$ cat src/rtl/rgbled_sched_pkg.sv
// Shared types and constants for the RGB LED frame scheduler.
// The scheduler FSM states and the three test-pattern colours (24-bit GRB) live here.
package rgbled_sched_pkg;

  typedef enum logic [2:0] {
    IDLE,
    LOAD,
    ACK,
    BUSY,
    GAP
  } state_e;

  localparam logic [23:0] COLOUR0 = 24'hFF0000;
  localparam logic [23:0] COLOUR1 = 24'h00FF00;
  localparam logic [23:0] COLOUR2 = 24'h0000FF;

  function automatic logic [23:0] colour_of(input int idx);
    case (idx)
      0:       return COLOUR0;
      1:       return COLOUR1;
      default: return COLOUR2;
    endcase
  endfunction

endpackage

$ cat src/rtl/rgbled_pattern_gen.sv
// Test-pattern frame generator: LED i shows colour[(step+i) mod 3].
// Purely combinational; the owning scheduler holds the step register.
module rgbled_pattern_gen
  import rgbled_sched_pkg::*;
#(
  parameter int LEDS         = 3,
  parameter int BITS_PER_LED = 24
) (
  input  logic [1:0]                   step,
  input  logic                         advance,
  output logic [1:0]                   step_next,
  output logic [LEDS*BITS_PER_LED-1:0] frame
);

  // Colours are 24 bits wide; wider LEDs get zero-extension, narrower keep the low bits.
  function automatic logic [BITS_PER_LED-1:0] fit_colour(input logic [23:0] c);
    return BITS_PER_LED'(c);
  endfunction

  always_comb begin
    frame = '0;
    for (int i = 0; i < LEDS; i++) begin
      frame[i*BITS_PER_LED +: BITS_PER_LED] = fit_colour(colour_of((int'(step) + i) % 3));
    end
  end

  always_comb begin
    step_next = step;
    if (advance) begin
      step_next = (step >= 2'd2) ? 2'd0 : step + 2'd1;
    end
  end

endmodule

$ cat src/rtl/rgbled_scheduler.sv
// Schedules SPI frames (and optional test-pattern frames) onto a serial LED driver.
// Define RGBLED_SCHED_PATTERN_EN to compile in the autonomous test-pattern source.
module rgbled_scheduler
  import rgbled_sched_pkg::*;
#(
  parameter int LEDS         = 3,
  parameter int BITS_PER_LED = 24,
  parameter int GAP_CYCLES   = 500,
  parameter int ACK_TIMEOUT  = 4
) (
  input  logic                         clk,
  input  logic                         reset,
  input  logic [LEDS*BITS_PER_LED-1:0] spi_data,
  input  logic                         spi_rdy,
  input  logic                         pattern_en,
  input  logic                         led_busy,
  output logic [LEDS*BITS_PER_LED-1:0] led_data,
  output logic                         led_rdy,
  output logic                         src,
  output logic [7:0]                   drop_cnt
);

  localparam int FRAME_W = LEDS * BITS_PER_LED;
  localparam int CNT_MAX = (GAP_CYCLES > ACK_TIMEOUT) ? GAP_CYCLES : ACK_TIMEOUT;
  localparam int CNT_W   = $clog2(CNT_MAX + 1);

  function automatic logic [7:0] sat_inc8(input logic [7:0] v);
    return (v == 8'hFF) ? v : v + 8'd1;
  endfunction

  state_e               state_q, state_d;
  logic [CNT_W-1:0]     cnt_q, cnt_d;
  logic [FRAME_W-1:0]   pend_buf_q, pend_buf_d;
  logic                 pend_vld_q, pend_vld_d;
  logic [FRAME_W-1:0]   led_data_q, led_data_d;
  logic [7:0]           drop_q, drop_d;
  logic                 launch_spi, launch_pat;
  logic                 pat_eligible;
  logic [FRAME_W-1:0]   pat_frame;

`ifdef RGBLED_SCHED_PATTERN_EN
  logic [1:0] step_q, step_d;
  logic       src_q, src_d;

  rgbled_pattern_gen #(
    .LEDS         (LEDS),
    .BITS_PER_LED (BITS_PER_LED)
  ) u_pattern_gen (
    .step      (step_q),
    .advance   (launch_pat),
    .step_next (step_d),
    .frame     (pat_frame)
  );

  assign pat_eligible = pattern_en;

  always_comb begin
    src_d = src_q;
    if (launch_spi) begin
      src_d = 1'b0;
    end else if (launch_pat) begin
      src_d = 1'b1;
    end
  end

  always_ff @(posedge clk) begin
    if (reset) begin
      step_q <= 2'd0;
      src_q  <= 1'b0;
    end else begin
      step_q <= step_d;
      src_q  <= src_d;
    end
  end

  assign src = src_q;
`else
  logic unused_pattern_en;
  assign unused_pattern_en = pattern_en;
  assign pat_eligible      = 1'b0;
  assign pat_frame         = '0;
  assign src               = 1'b0;
`endif

  always_comb begin
    state_d    = state_q;
    cnt_d      = cnt_q;
    pend_buf_d = pend_buf_q;
    pend_vld_d = pend_vld_q;
    led_data_d = led_data_q;
    drop_d     = drop_q;
    launch_spi = 1'b0;
    launch_pat = 1'b0;

    case (state_q)
      IDLE: begin
        // A pulse arriving this very cycle becomes pending next cycle, so it
        // blocks a pattern launch now to let SPI win.
        if (!led_busy) begin
          if (pend_vld_q) begin
            launch_spi = 1'b1;
          end else if (pat_eligible && !spi_rdy) begin
            launch_pat = 1'b1;
          end
        end
        if (launch_spi || launch_pat) begin
          state_d = LOAD;
        end
      end
      LOAD: begin
        state_d = ACK;
        cnt_d   = '0;
      end
      ACK: begin
        if (led_busy) begin
          state_d = BUSY;
          cnt_d   = '0;
        end else if (cnt_q == CNT_W'(ACK_TIMEOUT - 1)) begin
          state_d = GAP;
          cnt_d   = '0;
        end else begin
          cnt_d = cnt_q + 1'b1;
        end
      end
      BUSY: begin
        if (!led_busy) begin
          state_d = GAP;
          cnt_d   = '0;
        end
      end
      GAP: begin
        if (cnt_q == CNT_W'(GAP_CYCLES - 1)) begin
          state_d = IDLE;
          cnt_d   = '0;
        end else begin
          cnt_d = cnt_q + 1'b1;
        end
      end
      default: begin
        state_d = IDLE;
        cnt_d   = '0;
      end
    endcase

    // The chosen frame is registered on the edge into LOAD so led_data is
    // already valid while led_rdy is high; the pending slot is consumed there.
    if (launch_spi) begin
      led_data_d = pend_buf_q;
      pend_vld_d = 1'b0;
    end else if (launch_pat) begin
      led_data_d = pat_frame;
    end

    if (spi_rdy) begin
      pend_buf_d = spi_data;
      pend_vld_d = 1'b1;
      if (pend_vld_q && !launch_spi) begin
        drop_d = sat_inc8(drop_q);
      end
    end
  end

  always_ff @(posedge clk) begin
    if (reset) begin
      state_q    <= IDLE;
      cnt_q      <= '0;
      pend_buf_q <= '0;
      pend_vld_q <= 1'b0;
      led_data_q <= '0;
      drop_q     <= 8'd0;
    end else begin
      state_q    <= state_d;
      cnt_q      <= cnt_d;
      pend_buf_q <= pend_buf_d;
      pend_vld_q <= pend_vld_d;
      led_data_q <= led_data_d;
      drop_q     <= drop_d;
    end
  end

  assign led_rdy  = (state_q == LOAD);
  assign led_data = led_data_q;
  assign drop_cnt = drop_q;

endmodule

$ cat config.mk
export PLATFORM = sky130hd
export DESIGN_NAME = rgbled_scheduler
export DESIGN_NICKNAME = d
export VERILOG_FILES = /design/src/rtl/rgbled_sched_pkg.sv /design/src/rtl/rgbled_pattern_gen.sv /design/src/rtl/rgbled_scheduler.sv
export SDC_FILE = /design/constraint.sdc
export NUM_CORES = 1
export LEC_CHECK = 0
export CAP_MARGIN = 10
export CORE_UTILIZATION = 26
export CTS_BUF_LIST = sky130_fd_sc_hd__clkbuf_4 sky130_fd_sc_hd__clkbuf_8
export DETAILED_ROUTE_END_ITERATION = 10
export PLACE_DENSITY = 0.5
export SLEW_MARGIN = 5
export SYNTH_ARGS = -nofsm -noshare
export SYNTH_HDL_FRONTEND = slang
export SYNTH_SLANG_ARGS = --single-unit
$ cat constraint.sdc
create_clock -name clk -period 1.6 [get_ports clk]
set_input_delay 0.16 -clock clk [delete_from_list [all_inputs] [get_ports clk]]
set_output_delay 0.16 -clock clk [all_outputs]
set_load 0.02 [all_outputs]
# After elaboration in Yosys (flattened, before gate mapping)
# Cells that the tools add are included.
[word_totals]
out_inout_bits = 82
inputBits = 77
reg_bits = 165
word_cells = 51
[classes]
eq_ne = 11
addsub = 2
mux = 21
n_bitwise = 2
reduce_logical = 9
[op_table]
columns = ["cell", "count"]
rows = [
  ["two-way mux 72 bit", 2],
  ["two-way mux 9 bit", 4],
  ["case mux 9 bit (4 select lines)", 1],
  ["two-way mux 3 bit", 5],
  ["case mux 3 bit (5 select lines)", 1],
  ["adder 9 x 1 -> 9 bit, second input constant", 1],
  ["equality test 9 x 2 -> 1 bit, second input constant", 1],
  ["equality test 9 bit, second input constant", 1],
  ["adder 8 x 1 -> 8 bit, second input constant", 1],
  ["equality test 8 bit, second input constant", 1],
  ["two-way mux 1 bit", 8],
  ["equality test 3 x 2 -> 1 bit, second input constant", 2],
  ["!= test 2 bit, second input constant", 3],
  ["AND reduction 4 bit", 1],
  ["nonzero test 2 bit", 2],
  ["equality test 3 x 1 -> 1 bit, second input constant", 1],
  ["equality test 3 bit, second input constant", 1],
  ["logical NOT 3 bit", 1],
  ["!= test 3 bit, second input constant", 1],
  ["AND reduction 3 bit", 1],
  ["NOT 1 bit", 2],
  ["AND reduction 2 bit", 1],
  ["logical AND 1 bit", 1],
  ["logical NOT 1 bit", 1],
  ["logical OR 1 bit", 1],
]

# Depth between registers and ports, before layout
# Gate-level depths: netlist (run 1).
[depth]
depth_word = 7
depth_mapped = 7

# Least setup slack after synthesis (run 1)
# Ideal clock, no wire load.
[synth_timing]
path_type = "register to register"
from = "register drop_q[0] (netlist: drop_cnt[0])"
to = "register drop_q[5] (netlist: drop_cnt[5])"
t_required_ns = 1.477
period_less_slack_ns = 1.702
arrival_time_ns = 1.579
path_stages_with_launch = 6
setup_ns = 0.123
slack_ns = -0.102
path_cell_list = "dfxtp_1 -> ha_1 -> and4_1 -> buf_2 -> nor4_1 -> mux2_1"
[synth_between]
elab_chain_len = 3
elab_cells_between_ends = 4
cone_classes = "1 x add/sub; 1 x eq/ne; 1 x bitwise; 1 x reduce/logical"
[synth_rtl]
columns = ["item", "line", "rtl"]
rows = [
  ["start: declaration", "rgbled_scheduler.sv:36", "logic [7:0] drop_q, drop_d;"],
  ["start signal: assignment", "rgbled_scheduler.sv:177", "drop_q <= drop_d;"],
  ["parallel branches: the longest is 3 deep, another holds adder 8 x 1 -> 8 bit", "-", ""],
]
# Several ways; the timed one is not identified.
# A chain may end at the register's enable or synchronous reset.

# Worst setup path in the final report (run 1)
[layout_timing]
from = "register state_q[2]"
to = "register state_q[0]"
[layout_between]
elab_chain_len = 3
elab_cells_between_ends = 11
cone_classes = "8 x eq/ne; 1 x mux; 2 x reduce/logical"
[layout_rtl]
columns = ["item", "line", "rtl"]
rows = [
  ["start: declaration", "rgbled_scheduler.sv:31", "state_e state_q, state_d;"],
  ["start signal: assignment", "rgbled_scheduler.sv:172", "state_q <= state_d;"],
  ["equality test 3 x 2 -> 1 bit, or another cell as far along", "rgbled_scheduler.sv:95", "case (state_q)"],
  ["!= test 3 bit (no source line) / != test 2 bit (equally long branches)", "-", ""],
  ["AND reduction 4 bit (no source line)", "-", ""],
]
# Several ways; a longest one is shown, not always the timed one.

==> results of run 1 <==
cells in the mapped netlist (2+ instances only):
master	instances
a21oi_1	88
and2_1	3
and3_1	2
and4_1	3
buf_2	19
buf_4	3
clkbuf_1	26
dfxtp_1	165
ha_1	2
inv_1	4
mux2i_1	73
nand2_1	160
nand3_1	8
nor2_1	80
nor2b_1	5
nor3_1	4
nor4_1	2
o21a_1	4
o21ai_1	3
o22ai_1	6
o31ai_1	3
o41ai_1	2
or4_1	6
registers in the layout (all words and copies together), names as in the netlist:
signal,cells
pend_buf_q,72
led_data,72
state_q,3
cnt_q,9
pend_vld_q,1
drop_cnt,8
kinds of logic (layout without fill, tap and decap cells):
logic type	Yosys count	count (layout)	synth area share, %
AOI/OAI and AO/OA	114	114	10.4
xor gates and xnor gates	1	1	0.142
adders and majority gates	2	2	0.406
buffers and inverters	54	232	3.98
DFF	165	165	53.6
muxes	74	74	12.0
other	1	2	0.0608
and+or+nand+nor	283	283	19.4
final cells by class:
cell class	instances	area (sq um)	area share (%)
multi-input cells	475	2810	31.6
inverters	4	15.0	0.169
clock inverters	14	175	1.97
clock buffers	17	234	2.63
flip-flops and latches	165	3320	37.4
well taps	313	392	4.41
diodes	1	2.50	0.0282
repair buffers	197	1930	21.8
metrics by stage:
stage	std cells	power, mW
detailed placement	1150	6.28
finish	1186	9.52
global route	1185	10.0
floorplan	694	5.45
CTS	1183	9.53
global placement	1150	6.29
power by group:
part | internal [mW] | leakage (nW) | total (mW) | switching [mW]
registers | 4.33 | 1.35 | 4.48 | 0.150
logic | 0.875 | 2.40 | 1.86 | 0.981
clock network | 1.56 | 0.205 | 3.18 | 1.62
per-layer routing:
metal / share of wire [%] / GRT usage, % / up-vias
met2: 48 / 23.3 / 86
met5: 0 / 0 / -
met3: 6.1 / 5.36 / 8
met1: 46 / 17.1 / 2406
li1: - / - / 2661
met4: 0.75 / 3.64 / 0
how the worst min path moves through the flow:
stage,startpoint,to,cells past startpoint
2_1_floorplan,spi_data[0],pend_buf_q[0],2
3_3_place_gp,pend_buf_q[41],led_data[41],2
3_5_place_dp,pend_buf_q[49],led_data[49],2
4_1_cts,reset,cnt_q[2],2
5_1_grt,reset,cnt_q[2],2
6_report,reset,cnt_q[2],2
what timing repair did:
item / CTS / global route
hold buffers: 0 / 0
endpoints found under the hold margin: 0 / 0
endpoints found under the setup margin: 150 / 107
pin swaps: 2 / 2
setup buffers: 1 / 2
cloned: 1 / 0
resized for setup: 72 / 62
critical path, stage by stage, from the launching register on:
cell	delay, ns
dfxtp_2	0.36
or4b_4	0.55
a31oi_4	0.22
a211oi_2	0.07
buf_4	0.15
mux2i_2	0.19
==> metrics.txt, run 1 <==
outcome finished with violations; failing checks negative setup slack; Crit. End Element flip-flop; Worst R2R End state_q[0]; Design Area, Final between 0.008 and 0.009 sq mm; register area share after synthesis 53.6%; number of global-route vias before repair 5,016; final setup fails 1; P_leak 3.95 nW; hold slack 0.0630 ns; initial antenna violation count 0; crit path to state_q[0]; Mapped Nets 773; Slew Limit Fails 0; Reg clk slew, reported paths ~0.1 ns; layout cells sized above 1 14.3%; post-synthesis cell count 694; setup_tns -0.0309 ns; width of the die around 160 microns; wirelength, routed roughly 17,000 microns; fin nets ~940; die footprint between 0.02 and 0.025 sq mm; initial core utilization 26.9%; final worst-path cycle share 102%; Async SR Flop Fraction 0%; Finished Core Util 38.8%; Cell Pwr Density 1070 mW/mm^2; R2R Setup Slk -0.03 ns; commonest non-fill, non-tap cell in the layout nand2_1; maxcap violations 0; fillcell total approximately 2,400; RSZ-0062 raised after global routing yes; vias per inst 4.35; drt first-iter violations 279; GRT Total Usage between 10 and 15%; Root Buffer clkbuf_8; HP Class in2reg; R2R cell count 5; Placed Instance Area between 0.008 and 0.009 sq mm; final worst slack -0.0309 ns; Ports 159; core area 0.0229 sq mm; clock sink count 165; largest cells by area after synthesis dfxtp_1 (54%), mux2i_1 (12%), nand2_1 (9.7%), a21oi_1 (7.1%), nor2_1 (4.9%); # rows 55; CTS buffer count 17; r2r startpoint state_q[2]; Tmin final 1.63 ns; startpoint types flip-flop; Post-synth EDFFs 0; TritonCTS clock tree done; H-tree depth 4; synth warn 0; area grow syn2layout 44.1%; final hold vios 0; top_reg_cell synth dfxtp_1; Synth Area per Inst 8.88 sq um; CP required 1.95 ns; Placer Congestion 0.761; first-pass GRT wire length 26,700 microns; Initial DRT Pass Iterations 5; Worst Setup Path Type reg2reg; # DRC 0; Routed Antenna Nets 0; PortBufs roughly 160; Max clock buf depth 2; Place WS -0.344 ns; Worst VDD drop between 0.4 and 0.5 mV; fmax around 0.61 GHz; Setup Skew 0.0200 ns; pin count of the biggest net entering global routing 89; Clock Latency Late Sink 0.45 ns; Max-slew headroom 59.4%; Crit. Startpoint state_q[2]; grt ovf 0; post-synth cell types 46; CP Max Fanout 5; vias 5,161; most frequent cells in the layout nand2_1 (158), dfxtp_1 (152), nor2_1 (80), clkdlybuf4s50_1 (73), mux2i_1 (72); Netlist Area Pre-Place 0.00617 sq mm; Critical Path AT 1.98 ns; die height 156 microns; Routed WL per cell 14.2 microns; worst-margin pin slew between 0.6 and 0.7 ns; Yosys top cell area share a little over half; flops & latches, synth 165; hpwl dp about 10,000 microns; dominant cell type by area after synthesis dfxtp_1
No activity file was read; power rests on OpenSTA's default activity.
==> inputs of run 2 (changes only) <==
- DONT_BUFFER_PORTS: not set -> 1
- PLACE_DENSITY: 0.5 -> 0.41
==> run 2 against run 1 <==
- the run ends with negative hold slack, negative setup slack left
- clock power down 12%
- sequential share of layout area up 4.7 points
- die area unchanged
- core utilization down 4.4 points
- first-iteration DRC count down 1.8%
- cell count down 7.4%
- critical path depth unchanged
- total power down 7.8%
- wire length about the same
- critical path type unchanged
==> metrics.txt, run 2 (synthesis results as in run 1) <==
wirelength, routed 16,800 microns (about the same); clock sink count 165 (unchanged); maxcap violations 0 (unchanged); grt ovf 0 (unchanged); Inst Count DP 986 (was 1,150); Worst VDD drop 0.432 mV (was 0.438 mV); Placer Congestion 0.778 (was 0.761); vias per inst 4.61 (was 4.35); setup_tns -0.00739 ns (was -0.0309 ns); Setup Skew 0.0130 ns (was 0.0200 ns); Root Buffer clkbuf_8 (unchanged); Reg clk slew, reported paths 0.10 ns (about the same); Post-CTS Setup Repair Bufs 0 (was 1); Placed Instance Area 0.00662 sq mm (was 0.00827 sq mm); Clock Latency Late Sink 0.44 ns (was 0.45 ns); most frequent cells in the layout nand2_1 (159), dfxtp_1 (154), a21oi_1 (88), nor2_1 (80), dlygate4sd3_1 (77) (was nand2_1 (158), dfxtp_1 (152), nor2_1 (80), clkdlybuf4s50_1 (73), mux2i_1 (72)); Initial DRT Pass Iterations 5 (unchanged); drt first-iter violations 274 (was 279); initial antenna violation count 0 (unchanged); die height 156 microns (unchanged); vias 5,063 (was 5,161); PortBufs 0 (was 156); Routed Antenna Nets 0 (unchanged); Finished Core Util 34.4% (was 38.8%); startpoint types flip-flop (unchanged); final worst slack -0.00373 ns (was -0.0309 ns); commonest non-fill, non-tap cell in the layout nand2_1 (unchanged); Design Area, Final 0.00787 sq mm (was 0.00888 sq mm); Place WS -0.0597 ns (was -0.344 ns); Critical Path AT 1.97 ns (was 1.98 ns); hold slack -0.240 ns (was 0.0630 ns); CP Max Fanout 8 (was 5); CTS buffer count 17 (unchanged); Ports 159 (unchanged); Final Non-Filler Cells 1,098 (was 1,186); Tmin final 1.60 ns (was 1.63 ns); number of diodes 0 (was 1); RSZ-0062 raised after global routing yes (unchanged); Slew Limit Fails 0 (unchanged); Routed WL per cell 15.3 microns (was 14.2 microns); # rows 55 (unchanged); outcome finished with violations (unchanged); area grow syn2layout 27.7% (was 44.1%); layout cells sized above 1 11.5% (was 14.3%); Max clock buf depth 2 (unchanged); total power 8.78 mW (was 9.52 mW); first-pass GRT wire length 26,400 microns (was 26,700 microns); HP Class in2reg (unchanged); width of the die 156 microns (unchanged); failing checks negative hold slack, negative setup slack (was negative setup slack); fillcell total 2,357 (was 2,351); final setup fails 2 (was 1); H-tree depth 4 (unchanged); final hold vios 43 (was 0); CP required 1.96 ns (was 1.95 ns); final worst-path cycle share 100% (was 102%); Crit. End Element flip-flop (unchanged); Worst Setup Path Type reg2reg (unchanged); Post-CTS Hold Buffers 77 (was 0); number of global-route vias before repair 4,972 (was 5,016); die footprint 0.0243 sq mm (unchanged); hpwl dp 9720 microns (was 10,400 microns); # DRC 0 (unchanged); TritonCTS clock tree done (unchanged); P_leak 3.10 nW (was 3.95 nW); Cell Pwr Density 1110 mW/mm^2 (was 1070 mW/mm^2); fin nets 851 (was 939); initial core utilization 26.9% (unchanged); core area 0.0229 sq mm (unchanged); fmax 0.624 GHz (was 0.613 GHz); pin count of the biggest net entering global routing 167 (was 89); GRT Total Usage 13.9% (was 14.1%)
run 2: cell types whose count changed in the layout (fill, tap and decap cells not counted), sizes merged, moves of 3 or more:
cell	delta
clkbuf	+3
dlymetal6s2s	-20
buf	-12
clkdlybuf4s50	-73
bufinv	-3
dlygate4sd3	+77
dlygate4sd2	-60
run 2: final timing paths:
kind | startpoint | depth (start not counted) | endpoint | slack, ns
worst max-delay path | state_q[0] | 5 | cnt_q[4] | -0.004
worst min-delay path | reset | 1 | drop_cnt[4] | -0.24
worst max register to register | state_q[0] | 5 | cnt_q[4] | -0.004
worst min register to register | pend_buf_q[68] | 2 | led_data[68] | 0.45
run 2: cell type report:
cell class              instances  area [sq um]  area share (%)
multi-input cells             475          2690            34.2
flip-flops and latches        165          3320            42.1
clock buffers                  20           263            3.34
clock inverters                12          95.1            1.21
inverters                       4          15.0           0.191
repair buffers                109          1100            14.0
well taps                     313           392            4.97
run 2: repair_timing:
| item | in CTS | in global routing |
|---|---|---|
| pin swaps | 2 | 2 |
| endpoints found under the hold margin | 165 | 90 |
| gates resized for setup | 16 | 5 |
| endpoints found under the setup margin | 80 | 72 |
| gates cloned | 2 | 1 |
run 2: where the power goes:
| group | internal (mW) | switching, mW |
|---|---|---|
| combinational | 0.689 | 0.713 |
| sequential | 4.32 | 0.242 |
| clock | 1.18 | 1.63 |
run 2: critical path: stages, from the launching register on:
cell and delay, ns:
dfxtp_2 0.37, or2_1 0.29, a311oi_2 0.39, buf_4 0.23, o22ai_1 0.10, a21oi_1 0.14
run 2: per-layer routing:
metal  global-route usage (%)  wire length (microns)  up-vias
li1                         -                      -     2484
met1                     16.1                   7210     2465
met2                     23.1                   8250      105
met3                     5.64                   1220        9
met4                     4.53                    159        0
met5                        0                      0        -
